===== config.mk =====
export PLATFORM = sky130hd
export DESIGN_NAME = fifo_seq_ctrl
export DESIGN_NICKNAME = d
export VERILOG_FILES = /design/src/rtl/fifo_seq_ctrl.sv
export SDC_FILE = /design/constraint.sdc
export NUM_CORES = 1
export LEC_CHECK = 0
export CAP_MARGIN = 25
export CORE_MARGIN = 3
export CORE_UTILIZATION = 45
export CTS_CLUSTER_DIAMETER = 200
export CTS_CLUSTER_SIZE = 24
export DETAILED_ROUTE_END_ITERATION = 8
export MAX_ROUTING_LAYER = met4
export PLACE_DENSITY = 0.71
export SYNTH_ARGS = -nofsm -noshare
export SYNTH_HDL_FRONTEND = slang
export SYNTH_SLANG_ARGS = --single-unit

===== constraint.sdc =====
create_clock -name clk_100MHz -period 2.4 [get_ports clk_100MHz]
set_clock_uncertainty 0.2 [all_clocks]
set_input_delay 0.48 -clock clk_100MHz [delete_from_list [all_inputs] [get_ports clk_100MHz]]
set_output_delay 0.48 -clock clk_100MHz [all_outputs]
set_load 0.01 [all_outputs]

===== src/rtl/fifo_seq_ctrl.sv =====
// Burst sequencer for a FIFO: writes an incrementing pattern, reads it back and checks it,
// and aborts a burst that stalls on full/empty for too long.
module fifo_seq_ctrl #(
    parameter int unsigned DSIZE  = 3,
    parameter int unsigned ASIZE  = 3,
    parameter int unsigned TO_CYC = 255
) (
    input  logic             clk_100MHz,
    input  logic             reset,
    input  logic             start_wr,
    input  logic             start_rd,
    input  logic [ASIZE:0]   burst_len,
    input  logic [DSIZE-1:0] seed,
    input  logic             wfull,
    input  logic             rempty,
    input  logic [DSIZE-1:0] rdata,
    output logic             winc,
    output logic [DSIZE-1:0] wdata,
    output logic             rinc,
    output logic             busy,
    output logic             done,
    output logic             err,
    output logic             timeout
);

    localparam int unsigned SW = (TO_CYC > 1) ? $clog2(TO_CYC + 1) : 1;

    typedef enum logic [1:0] {StIdle, StWrite, StRead} state_e;

    state_e           state_q, state_d;
    logic [ASIZE:0]   remaining_q, remaining_d;
    logic [DSIZE-1:0] pattern_q, pattern_d;
    logic [SW-1:0]    stall_q, stall_d;
    logic             done_q, done_d;
    logic             err_q, err_d;
    logic             timeout_q, timeout_d;
    logic             xfer_ready;
    logic             winc_c, rinc_c;

    always_comb begin
        state_d     = state_q;
        remaining_d = remaining_q;
        pattern_d   = pattern_q;
        stall_d     = stall_q;
        done_d      = 1'b0;
        err_d       = err_q;
        timeout_d   = timeout_q;
        winc_c      = 1'b0;
        rinc_c      = 1'b0;
        xfer_ready  = (state_q == StWrite) ? !wfull : !rempty;

        unique case (state_q)
            StIdle: begin
                // A simultaneous request resolves to a write; the read request is dropped.
                if (start_wr || start_rd) begin
                    state_d     = start_wr ? StWrite : StRead;
                    remaining_d = burst_len;
                    pattern_d   = seed;
                    stall_d     = '0;
                end
            end
            StWrite, StRead: begin
                if (remaining_q == '0) begin
                    state_d = StIdle;
                    done_d  = 1'b1;
                end else if (xfer_ready) begin
                    if (state_q == StWrite) begin
                        winc_c = 1'b1;
                    end else begin
                        rinc_c = 1'b1;
                        if (rdata != pattern_q) err_d = 1'b1;
                    end
                    pattern_d   = pattern_q + DSIZE'(1);
                    remaining_d = remaining_q - (ASIZE + 1)'(1);
                    stall_d     = '0;
                    if (remaining_q == (ASIZE + 1)'(1)) begin
                        state_d = StIdle;
                        done_d  = 1'b1;
                    end
                end else if (stall_q == SW'(TO_CYC - 1)) begin
                    // This cycle is the TO_CYC-th consecutive stall: abort without done.
                    state_d   = StIdle;
                    timeout_d = 1'b1;
                    stall_d   = '0;
                end else begin
                    stall_d = stall_q + SW'(1);
                end
            end
            default: state_d = StIdle;
        endcase
    end

    always_ff @(posedge clk_100MHz) begin
        if (reset) begin
            state_q     <= StIdle;
            remaining_q <= '0;
            pattern_q   <= '0;
            stall_q     <= '0;
            done_q      <= 1'b0;
            err_q       <= 1'b0;
            timeout_q   <= 1'b0;
        end else begin
            state_q     <= state_d;
            remaining_q <= remaining_d;
            pattern_q   <= pattern_d;
            stall_q     <= stall_d;
            done_q      <= done_d;
            err_q       <= err_d;
            timeout_q   <= timeout_d;
        end
    end

    // Strobes are gated by reset so a mid-burst reset stops transfers in the same cycle.
    assign winc    = winc_c & ~reset;
    assign rinc    = rinc_c & ~reset;
    assign wdata   = pattern_q;
    assign busy    = (state_q != StIdle);
    assign done    = done_q;
    assign err     = err_q;
    assign timeout = timeout_q;

endmodule


* Word-level counts from Yosys, hierarchy flattened
Index checks and enable logic that the tools add are counted.
** Cells by class
- $add $sub $neg :: 3
- Equality and inequality tests :: 10
- Mux-type cells :: 32
- Bitwise gates (word level) :: 7
- Reduce and logical (&&, ||, !) cells :: 14
** Operator list (count)
- $mux W8 :: 4
- $pmux W8 S2 :: 1
- $mux W1 :: 12
- $mux W2 :: 6
- $mux W4 :: 3
- $mux W3 :: 3
- $add A8 B1 Y8 const B :: 1
- $eq A8 B8 Y1 const B :: 1
- $ne A4 B4 Y1 const B :: 2
- $pmux W4 S2 :: 1
- $reduce_and A4 Y1 :: 2
- $ne A2 B2 Y1 const B :: 3
- $pmux W3 S2 :: 1
- $reduce_and A3 Y1 :: 2
- $not A1 Y1 :: 5
- $reduce_and A5 Y1 :: 1
- $eq A4 B1 Y1 const B :: 1
- $logic_not A4 Y1 :: 1
- $pmux W2 S2 :: 1
- $reduce_bool A2 Y1 :: 2
- $reduce_or A2 Y1 :: 2
- $sub A4 B1 Y4 const B :: 1
- $add A3 B1 Y3 const B :: 1
- $ne A3 B3 Y1 :: 1
- 6 further kinds :: 8
** Word-level totals
- Register bits :: 20
- Output and inout bits :: 9
- Word-level logic and storage cells :: 73

* Depth between registers and ports, before layout
Gate-level depths: netlist of the first run.
- Word-level depth :: 6
- Mapped depth :: 7

* Least setup slack after synthesis of the first run
OpenSTA, ideal clock, no wires.
- Path type :: reg-to-output
- Start :: reg state_q[0]
- End :: out winc
- Arrival time :: 1.506 ns
- Setup slack :: 0.214 ns
- Cell stages (with the launch flop) :: 6
- Path buffers :: 1
- Cells stage by stage :: dfxtp_1 -> inv_1 -> ha_1 -> clkbuf_1 -> nand3_1 -> nor3b_1
** Between the ends
- Cells in the longest elaborated chain, start to end :: 6
** Ends and longest elaborated chain
- start, declared :: RTL line 30 : state_e state_q, state_d;
- start signal, assigned :: RTL line 95 : state_q <= StIdle;
- start signal, assigned :: RTL line 103 : state_q <= state_d;
- $eq A2 B1 Y1 :: RTL line 50, 52, 67
- $mux W1 (on tied branches) :: RTL line 67, 50
- $mux W1 :: RTL line 66 : end else if (xfer_ready) begin
- $mux W1 :: RTL line 63 : if (remaining_q == '0) begin
- $mux W1 * :: RTL line 52 : unique case (state_q)
- $and A1 B1 Y1 * :: RTL line 114 : assign winc = winc_c & ~reset;
- end, declared :: RTL line 17 : output logic winc,
Mark *: on every way between the ends. The rest lies on a longest branch, timed or not.

* Final worst setup path of the first run
- Start :: reg remaining_q[0]
- End :: out winc
** Between the ends
- Cells in the longest elaborated chain, start to end :: 4
** Ends and longest elaborated chain
- start, declared :: RTL line 31 : logic [ASIZE:0] remaining_q, remaining_d;
- start signal, assigned :: RTL line 104 : remaining_q <= remaining_d;
- $logic_not A4 Y1 :: RTL line 63
- $mux W1 :: RTL line 63
- $mux W1 :: RTL line 52
- $and A1 B1 Y1 :: RTL line 114
No other way between the ends.

==> metrics.md, run 1 <==
| Metric | Value |
|---|---|
| Die height | `58.9 um` |
| Most common cell in the synthesized netlist | `dfxtp_1` |
| Post-Synthesis Cells | `148` |
| Drt initial violations | `32` |
| Largest net degree at the start of global routing | `16` |
| Post-Route WL | `2.96 mm` |
| Area occupied by multi-input gates | `801 um2` |
| Synth top cells by count | `dfxtp_1, nor2_1, a21oi_1` |
| Post-DRT Antenna Nets | `0` |
| Final setup vio count | `0` |
| Row cnt | `18` |
| Area grow syn2layout | `29.4%` |
| Least-Margin Pin Slew | `0.537 ns` |
| Area of the die | `0.00347 mm2` |
| First-pass GRT wire length | `4.78 mm` |
| DP Worst Slack | `-0.119 ns` |
| Core area | `0.00257 mm2` |
| Reg-to-Reg End | `wdata[0]$_SDFFE_PP0P_` |
| Fin crit share | `95.1%` |
| Worst Path Arrival | `1.60 ns` |
| Clock Latency Late Sink | `0.31 ns` |
| Seq/Total Area, Yosys | `31.7%` |
| Root buffer cell | `clkbuf_4` |
| Layout fillers | `232` |
| Share of post-route cells with drive strength above 1 | `15.9%` |
| Final hold violations | `0` |
| Reg2Reg Setup Slack | `0.18 ns` |
| Avg Inst Size Synth | `8.52 um2` |
| Routed vias/inst | `5.74` |
| Synth area leaders | `dfxtp_1, ha_1, nor2_1` |
| TritonRoute pass-1 iters | `6` |
| Drt wl/cell | `14.0 um` |
| Slowest stage cell, crit path | `dfxtp_2` |
| Vias | `1217` |
| Yosys reg bits | `20` |
| FFs w/ async S/R, synth | `0%` |
| DP HPWL | `2.25 mm` |
| Status | `completed` |
| Clk buf depth | `2` |
| Mapped Area | `0.00126 mm2` |
| Io pins | `25` |
| Worst reg-to-reg path cell count | `8` |
| CP top delay family | `simple AND/OR/NAND/NOR gates` |
| Worst vdd ir | `0.791 mV` |
| Critical path type | `reg2out` |
| Critical path endpoint | `winc` |
| Worst setup path start | `remaining_q[0]$_SDFFE_PP0P_` |
| Min-Delay Path Class | `reg2reg` |
| Post-Syn Nets | `171` |
| Crit path required time | `1.72 ns` |
| Final Net Count | `207` |
| Post-Place Cells | `209` |
| Yosys top cell area share | `31.7%` |
| GP Congestion | `0.843` |
| Crit path buf inv count | `2` |
| CTS Buf Count | `3` |
| YS warnings | `0` |
| CP max stage delay | `0.36 ns` |
| Unrepaired setup endpoints after global routing | `no` |
| Static Leak | `0.617 nW` |
| Port buffer count | `24` |
| CP Capture Type | `output pin` |
| Max-Cap Viols | `0` |
| Max-slew violation count | `0` |
| Vias in the first global route | `1081` |
| Post-synth top flop | `dfxtp_1` |
| Pwr Total | `1.72 mW` |
| Worst Setup Slack, final | `0.117 ns` |
| Synth area leader | `dfxtp_1` |
| Max-slew headroom | `63.7%` |
| Crit start category | `flip-flop` |
| Crit-path max FO | `3` |
| PD cells | `1050 mW/mm2` |
| EDFF count, synth | `0` |
| CP cell instances | `inv_1, ha_1, nand2_1, nand3_1, nor3b_2, clkdlybuf4s15_1` |
| Overall routing resource usage | `18.4%` |
| Sequential Area | `404 um2` |
| Worst reg2reg startpoint | `state_q[1]$_SDFFE_PP0P_` |
| N_diodes | `0` |
| Clock slew seen by the registers of the worst setup and hold paths | `0.12 ns` |
| Fin crit period | `2.28 ns` |
| Chip width | `58.9 um` |
| # DRC | `0` |
| # clock sinks | `20` |
| Initial antenna violation count | `0` |
| Initial Util | `49.1%` |
| Final std cells w/o fill | `212` |
| Fmax | `438 MHz` |
| Gr ovfl total | `0` |
| Number of H-tree levels | `1` |
| CTS tree | `built` |
| CP Depth | `6` |
| Unique masters post-synth | `48` |
## worst reg2reg max path: stages, from the launching register on
cell       delay [ns]
dfxtp_1          0.35
inv_1            0.07
ha_1             0.30
buf_4            0.21
and4bb_2         0.28
a2111oi_4        0.24
buf_4            0.21
a21oi_2          0.06
a311oi_2         0.23
## kinds of logic (layout without fill, tap and decap cells)
kind of cell               after synthesis  count (layout)  synth area share (%)
and+or+nand+nor                         57              57                  24.9
AOI/OAI and AO/OA                       39              39                  23.6
DFF                                     20              20                  31.7
buffers and inverters                   15              49                  5.16
adders and majority gates                7               7                  6.94
xor gates and xnor gates                 7               7                  4.86
muxes                                    3               3                  2.78
## per-stage QoR
stage	TNS, ns	hold slack [ns]	utilization [%]	instance area [um2]
floorplan	0	0.254	-	1260
global placement	-0.120	0.249	62.5	1610
detailed placement	-0.221	0.256	62.5	1610
CTS	0	0.284	63.3	1630
global route	0	0.309	63.5	1630
finish	0	0.280	63.5	1630
## what timing repair did
item,4_1_cts,5_1_grt
resized for setup,2,7
buffers inserted,0,0
setup endpoints to repair,2,3
hold buffers,0,0
## flip-flops by register name, indices dropped and copies added (netlist names)
signal       count
stall_q          8
state_q          2
done             1
timeout          1
err              1
wdata            3
remaining_q      4
## worst min-delay path by stage
stage,start,endpoint,slack (ns),cells after the start
finish,timeout$_SDFFE_PP0P_,timeout$_SDFFE_PP0P_,0.28,1
detailed placement,timeout$_SDFFE_PP0P_,timeout$_SDFFE_PP0P_,0.26,1
CTS,timeout$_SDFFE_PP0P_,timeout$_SDFFE_PP0P_,0.28,1
global placement,timeout$_SDFFE_PP0P_,timeout$_SDFFE_PP0P_,0.25,1
floorplan,stall_q[7]$_SDFFE_PP0P_,stall_q[7]$_SDFFE_PP0P_,0.25,2
global route,state_q[0]$_SDFFE_PP0P_,state_q[0]$_SDFFE_PP0P_,0.31,2
## cells in the final DEF, fill, tap and decap left out, drive strengths merged, types with 2 or more instances in the layout
master / n
or3: 2
nor4: 2
a211oi: 4
nand4: 4
a21oi: 11
o21ai: 7
nand2: 8
and4: 2
buf: 13
clkbuf: 4
xnor2: 6
and3: 2
or2: 2
nor3b: 3
ha: 7
nor2: 16
a2111oi: 2
o311ai: 2
o2bb2ai: 2
mux2i: 2
nand3: 7
dfxtp: 20
clkdlybuf4s50: 22
nor3: 3
inv: 9
## per-layer routing
metal / share of wire [%] / wire (um) / global-route usage (%)
met3: 4.4 / 130 / 2.63
met2: 43 / 1270 / 26.3
met4: 2.4 / 70 / 10.0
met1: 50 / 1480 / 24.9
met5: 0 / 0 / -
## layout make-up
class	instances	share of cell area [%]
repair buffers	37	20.4
inverters	9	2.07
multi-input cells	113	49.1
clock buffers	3	1.38
well taps	30	2.30
flip-flops and latches	20	24.8
## where the power goes
group          internal (mW)  leakage, nW  switching (mW)  total, mW
Sequential             0.413        0.164          0.0714      0.484
Clock                 0.0587       0.0138           0.109      0.168
Combinational          0.502        0.438           0.564       1.07
No activity file was read; power rests on OpenSTA's default activity.
==> inputs of run 2 (changes only) <==
- SKIP_LAST_GASP: not set -> 1
==> metrics.md, run 2 (synthesis results as in run 1) <==
| Metric | Value |
|---|---|
| Status | `completed (unchanged)` |
| Largest net degree at the start of global routing | `16 (unchanged)` |
| Worst vdd ir | `0.789 mV (was 0.791 mV)` |
| Final Util | `63.4% (was 63.5%)` |
| Row cnt | `18 (unchanged)` |
| Final Instance Area | `0.00163 mm2 (about the same)` |
| Area grow syn2layout | `29.1% (was 29.4%)` |
| Drt wl/cell | `14.0 um (about the same)` |
| CTS Buf Count | `3 (unchanged)` |
| Initial antenna violation count | `0 (unchanged)` |
| Total setup buffers inserted after CTS | `0 (unchanged)` |
| Vias in the first global route | `1081 (unchanged)` |
| Layout fillers | `229 (was 232)` |
| Max-slew violation count | `0 (unchanged)` |
| N_diodes | `0 (unchanged)` |
| Overall routing resource usage | `18.4% (unchanged)` |
| Final setup TNS | `0 ns (unchanged)` |
| Drt initial violations | `31 (was 32)` |
| Crit-path max FO | `3 (unchanged)` |
| Vias | `1225 (was 1217)` |
| Unrepaired setup endpoints after global routing | `yes (was no)` |
| CP Capture Type | `output pin (unchanged)` |
| Max reg flops | `8 (unchanged)` |
| First-pass GRT wire length | `4.78 mm (unchanged)` |
| Least-Margin Pin Slew | `0.537 ns (about the same)` |
| Clk buf depth | `2 (unchanged)` |
| Clock Latency Late Sink | `0.30 ns (was 0.31 ns)` |
| DP HPWL | `2.25 mm (unchanged)` |
| Commonest non-fill, non-tap cell in the layout | `clkdlybuf4s50_1 (unchanged)` |
| Crit path buf inv count | `2 (unchanged)` |
| PD cells | `1050 mW/mm2 (about the same)` |
| Chip width | `58.9 um (unchanged)` |
| Fin crit period | `2.34 ns (was 2.28 ns)` |
| CP cell instances | `inv_1, ha_1, nand2_1, nand3_1, nor3b_2, dlygate4sd2_1 (was inv_1, ha_1, nand2_1, nand3_1, nor3b_2, clkdlybuf4s15_1)` |
| Largest reg by FF count | `stall_q (unchanged)` |
| Max-slew headroom | `63.8% (was 63.7%)` |
| # clock sinks | `20 (unchanged)` |
| Reg2Reg Setup Slack | `0.18 ns (about the same)` |
| Max-Cap Viols | `0 (unchanged)` |
| Root buffer cell | `clkbuf_4 (unchanged)` |
| TritonRoute pass-1 iters | `7 (was 6)` |
| Clock slew seen by the registers of the worst setup and hold paths | `0.12 ns (about the same)` |
| Post-Route WL | `2.97 mm (was 2.96 mm)` |
| Slowest stage cell, crit path | `dfxtp_1 (was dfxtp_2)` |
| Final setup vio count | `0 (unchanged)` |
| Area occupied by multi-input gates | `801 um2 (unchanged)` |
| Number of H-tree levels | `1 (unchanged)` |
| CP max stage delay | `0.38 ns (was 0.36 ns)` |
| Final hold violations | `0 (unchanged)` |
| # DRC | `0 (unchanged)` |
| Die height | `58.9 um (unchanged)` |
| Post-DRT Antenna Nets | `0 (unchanged)` |
| Routed vias/inst | `5.78 (was 5.74)` |
| Hold_buf cts | `0 (unchanged)` |
| Io pins | `25 (unchanged)` |
| Critical path type | `reg2out (unchanged)` |
| Fmax | `427 MHz (was 438 MHz)` |
| Sequential Area | `402 um2 (was 404 um2)` |
| Static Leak | `0.620 nW (was 0.617 nW)` |
| Crit path required time | `1.72 ns (about the same)` |
| GP Congestion | `0.843 (unchanged)` |
| Share of post-route cells with drive strength above 1 | `14.8% (was 15.9%)` |
| Port buffer count | `24 (unchanged)` |
| Final Net Count | `207 (unchanged)` |
| Initial Util | `49.1% (unchanged)` |
| CTS tree | `built (unchanged)` |
| Min-Delay Path Class | `reg2reg (unchanged)` |
| Placed Instance Area | `0.00161 mm2 (unchanged)` |
| Fin crit share | `97.5% (was 95.1%)` |
| Core area | `0.00257 mm2 (unchanged)` |
| Commonest non-fill, non-tap cells in the layout | `clkdlybuf4s50_1, dfxtp_1, nor2_1, buf_4, a21oi_1 (unchanged)` |
| Crit start category | `flip-flop (unchanged)` |
| Area of the die | `0.00347 mm2 (unchanged)` |
| Gr ovfl total | `0 (unchanged)` |
| CP top delay family | `simple AND/OR/NAND/NOR gates (unchanged)` |
| Worst Path Arrival | `1.66 ns (was 1.60 ns)` |
run 2: cell count changes in the layout (fill, tap and decap cells not counted), sizes merged:
| cell | delta |
|---|---|
| clkdlybuf4s15 | -1 |
| dlygate4sd2 | +1 |
run 2: final timing paths:
kind                                                  start                    end  depth (start not counted)
worst max-delay path            remaining_q[0]$_SDFFE_PP0P_                   winc                          6
worst min-delay path                   timeout$_SDFFE_PP0P_   timeout$_SDFFE_PP0P_                          1
worst max register to register      state_q[1]$_SDFFE_PP0P_  wdata[0]$_SDFFE_PP0P_                          8
worst min register to register         timeout$_SDFFE_PP0P_   timeout$_SDFFE_PP0P_                          1
run 2: metal layers:
layer / track usage [%] / routed length (um) / up-vias
met5: - / 0 / -
met4: 10.0 / 62 / 0
met3: 2.63 / 139 / 6
met2: 26.3 / 1270 / 38
met1: 24.9 / 1500 / 561
li1: - / - / 620
run 2: metrics by stage:
stage	worst slack, ns	hold slack (ns)	cells	power [mW]
after floorplan	0.214	0.254	148	1.21
after CTS	0.0372	0.284	212	1.72
after detailed placement	-0.119	0.256	209	1.55
after global routing	-0.0635	0.309	212	1.86
after global placement	-0.0931	0.249	209	1.53
final	0.0602	0.279	212	1.72
run 2: repair_timing:
action,4_1_cts,5_1_grt
pin swaps,0,0
resized for setup,2,4
setup endpoints to repair,2,3
cloned,0,0
run 2: cell type report:
| class | count | share of cell area [%] |
|---|---|---|
| multi-input cells | 113 | 49.2 |
| flip-flops and latches | 20 | 24.7 |
| repair buffers | 37 | 20.4 |
| inverters | 9 | 2.08 |
| clock buffers | 3 | 1.38 |
| well taps | 30 | 2.31 |
run 2: where the power goes:
group | internal, mW | total, mW | switching (mW)
sequential | 0.410 | 0.482 | 0.0717
combinational | 0.502 | 1.07 | 0.567
clock | 0.0586 | 0.165 | 0.106
total | 0.970 | 1.72 | 0.745
run 2: worst register-to-register path: stages, from the launching register on:
cell and delay (ns):
dfxtp_1 0.35, inv_1 0.07, ha_1 0.30, buf_4 0.21, and4bb_2 0.28, a2111oi_4 0.25, buf_4 0.21, a21oi_2 0.05
a311oi_2 0.23
==> inputs of run 3 (changes only) <==
- CTS_CLUSTER_DIAMETER: 200 -> 150
- GPL_TIMING_DRIVEN: not set -> 0
- SKIP_LAST_GASP: 1 -> not set
==> metrics.md, run 3 (synthesis results as in run 1) <==
| Metric | Value |
|---|---|
| Core area | `0.00257 mm2 (unchanged)` |
| Hold path endpoint | `timeout$_SDFFE_PP0P_ (unchanged)` |
| Overall routing resource usage | `20.1% (was 18.4%)` |
| Drt wl/cell | `15.5 um (was 14.0 um)` |
| Worst Path Arrival | `2.31 ns (was 1.66 ns)` |
| Reg-to-Reg End | `wdata[1]$_SDFFE_PP0P_ (was wdata[0]$_SDFFE_PP0P_)` |
| Hold Crit Depth | `1 (unchanged)` |
| Vias in the first global route | `1167 (was 1081)` |
| Final setup vio count | `0 (unchanged)` |
| Worst vdd ir | `0.794 mV (was 0.789 mV)` |
| Chip width | `58.9 um (unchanged)` |
| Largest net degree at the start of global routing | `11 (was 16)` |
| Final Util | `62.4% (was 63.4%)` |
| PD cells | `1090 mW/mm2 (was 1050 mW/mm2)` |
| Post-DRT Antenna Nets | `0 (unchanged)` |
| First-pass GRT wire length | `5.22 mm (was 4.78 mm)` |
| Drt initial violations | `42 (was 31)` |
| Share of post-route cells with drive strength above 1 | `13.6% (was 14.8%)` |
| Crit-path max FO | `10 (was 3)` |
| Gr ovfl total | `0 (unchanged)` |
| Max-Cap Viols | `0 (unchanged)` |
| Critical path type | `reg2reg (was reg2out)` |
| Worst setup path start | `state_q[1]$_SDFFE_PP0P_ (was remaining_q[0]$_SDFFE_PP0P_)` |
| Sequential Area | `402 um2 (unchanged)` |
| Clock Latency Late Sink | `0.31 ns (was 0.30 ns)` |
| Vias | `1204 (was 1225)` |
| Final setup TNS | `0 ns (unchanged)` |
| Initial antenna violation count | `0 (unchanged)` |
| Static Leak | `0.584 nW (was 0.620 nW)` |
| CTS tree | `built (unchanged)` |
| Post-Route WL | `3.19 mm (was 2.97 mm)` |
| Worst reg2reg startpoint | `state_q[1]$_SDFFE_PP0P_ (unchanged)` |
| Unrepaired setup endpoints after global routing | `no (was yes)` |
| Fmax | `437 MHz (was 427 MHz)` |
| Max-slew violation count | `0 (unchanged)` |
| # DRC | `0 (unchanged)` |
| Commonest non-fill, non-tap cells in the layout | `clkdlybuf4s50_1, dfxtp_1, nor2_1, a21oi_1, inv_1 (was clkdlybuf4s50_1, dfxtp_1, nor2_1, buf_4, a21oi_1)` |
| Least-Margin Pin Slew | `0.600 ns (was 0.537 ns)` |
| DP HPWL | `2.33 mm (was 2.25 mm)` |
| Hold Slack | `0.276 ns (was 0.279 ns)` |
| Clock slew seen by the registers of the worst setup and hold paths | `0.12 ns (about the same)` |
| CTS Buf Count | `3 (unchanged)` |
| Fin crit period | `2.29 ns (was 2.34 ns)` |
| Final Net Count | `201 (was 207)` |
| Final hold violations | `0 (unchanged)` |
| Post-Place Cells | `202 (was 209)` |
| Row cnt | `18 (unchanged)` |
| CP Capture Type | `flip-flop (was output pin)` |
| Port buffer count | `24 (unchanged)` |
| Root buffer cell | `clkbuf_4 (unchanged)` |
| Area occupied by multi-input gates | `828 um2 (was 801 um2)` |
| Area grow syn2layout | `27.1% (was 29.1%)` |
| Final std cells w/o fill | `206 (was 212)` |
| Commonest non-fill, non-tap cell in the layout | `clkdlybuf4s50_1 (unchanged)` |
| Worst reg-to-reg path cell count | `7 (was 8)` |
| Hold_buf cts | `0 (unchanged)` |
| Number of H-tree levels | `1 (unchanged)` |
| N_diodes | `0 (unchanged)` |
| Min-Delay Path Class | `reg2reg (unchanged)` |
| Io pins | `25 (unchanged)` |
| Area of the die | `0.00347 mm2 (unchanged)` |
| Max-slew headroom | `58.9% (was 63.8%)` |
| # clock sinks | `20 (unchanged)` |
| Initial Util | `49.1% (unchanged)` |
| GP Congestion | `0.852 (was 0.843)` |
| Status | `completed (unchanged)` |
| Layout fillers | `250 (was 229)` |
| Crit start category | `flip-flop (unchanged)` |
| Hold_sp | `timeout$_SDFFE_PP0P_ (unchanged)` |
| Max reg flops | `8 (unchanged)` |
| TritonRoute pass-1 iters | `4 (was 7)` |
| Die height | `58.9 um (unchanged)` |
| Routed vias/inst | `5.84 (was 5.78)` |
| Fin crit share | `95.5% (was 97.5%)` |
| Reg2Reg Setup Slack | `0.11 ns (was 0.18 ns)` |
| Crit path required time | `2.42 ns (was 1.72 ns)` |
| Clk buf depth | `2 (unchanged)` |
| Largest reg by FF count | `stall_q (unchanged)` |
==> run 3: through the flow <==
| step | area (um2) | setup WS, ns | total power [mW] |
|---|---|---|---|
| after floorplan | 1260 | 0.214 | 1.21 |
| after global placement | 1540 | -0.409 | 1.46 |
| after detailed placement | 1540 | -0.469 | 1.50 |
| after CTS | 1600 | 0.00637 | 1.73 |
| after global routing | 1600 | 0.00191 | 1.89 |
| final | 1600 | 0.109 | 1.75 |
==> run 3: final cells by class <==
cell class | count | share of cell area, %
buffer | 6 | 2.58
clock buffer | 3 | 1.41
inverter | 9 | 2.11
multi-input combinational | 113 | 51.7
sequential | 20 | 25.1
tap | 30 | 2.34
timing repair buffer | 25 | 14.8
==> run 3: what timing repair did <==
item                       4_1_cts  5_1_grt
gates resized for setup         13        6
pin swaps                        1        1
setup endpoints to repair        2       14
buffers inserted                 1        0
==> run 3: worst max-delay path by stage <==
stage / slack, ns / to / cells after the start
after CTS: 0.006 / winc / 6
after global placement: -0.41 / winc / 6
after detailed placement: -0.47 / winc / 6
after floorplan: 0.21 / winc / 5
after global routing: 0.002 / wdata[1]$_SDFFE_PP0P_ / 7
final: 0.11 / wdata[1]$_SDFFE_PP0P_ / 7
==> run 3: layer usage <==
layer / vias up / GRT usage [%] / wire length, um
li1: 606 / - / -
met1: 563 / 25.6 / 1470
met2: 31 / 32.6 / 1510
met3: 4 / 2.63 / 173
met4: 0 / 7.12 / 31
met5: - / - / 0
==> run 3: worst max-delay path, stage by stage, from the launching register on <==
cell	delay, ns
dfxtp_1	0.33
inv_1	0.13
ha_1	0.30
mux2_4	0.34
a2111oi_4	0.40
buf_6	0.20
nor2_1	0.05
a211oi_1	0.25
==> run 3: report_power, final <==
group	switching [mW]	total, mW	internal, mW	leakage (nW)
Clock	0.103	0.162	0.0585	0.0138
Combinational	0.603	1.10	0.501	0.406
Sequential	0.0712	0.481	0.410	0.164
Total	0.777	1.75	0.969	0.584
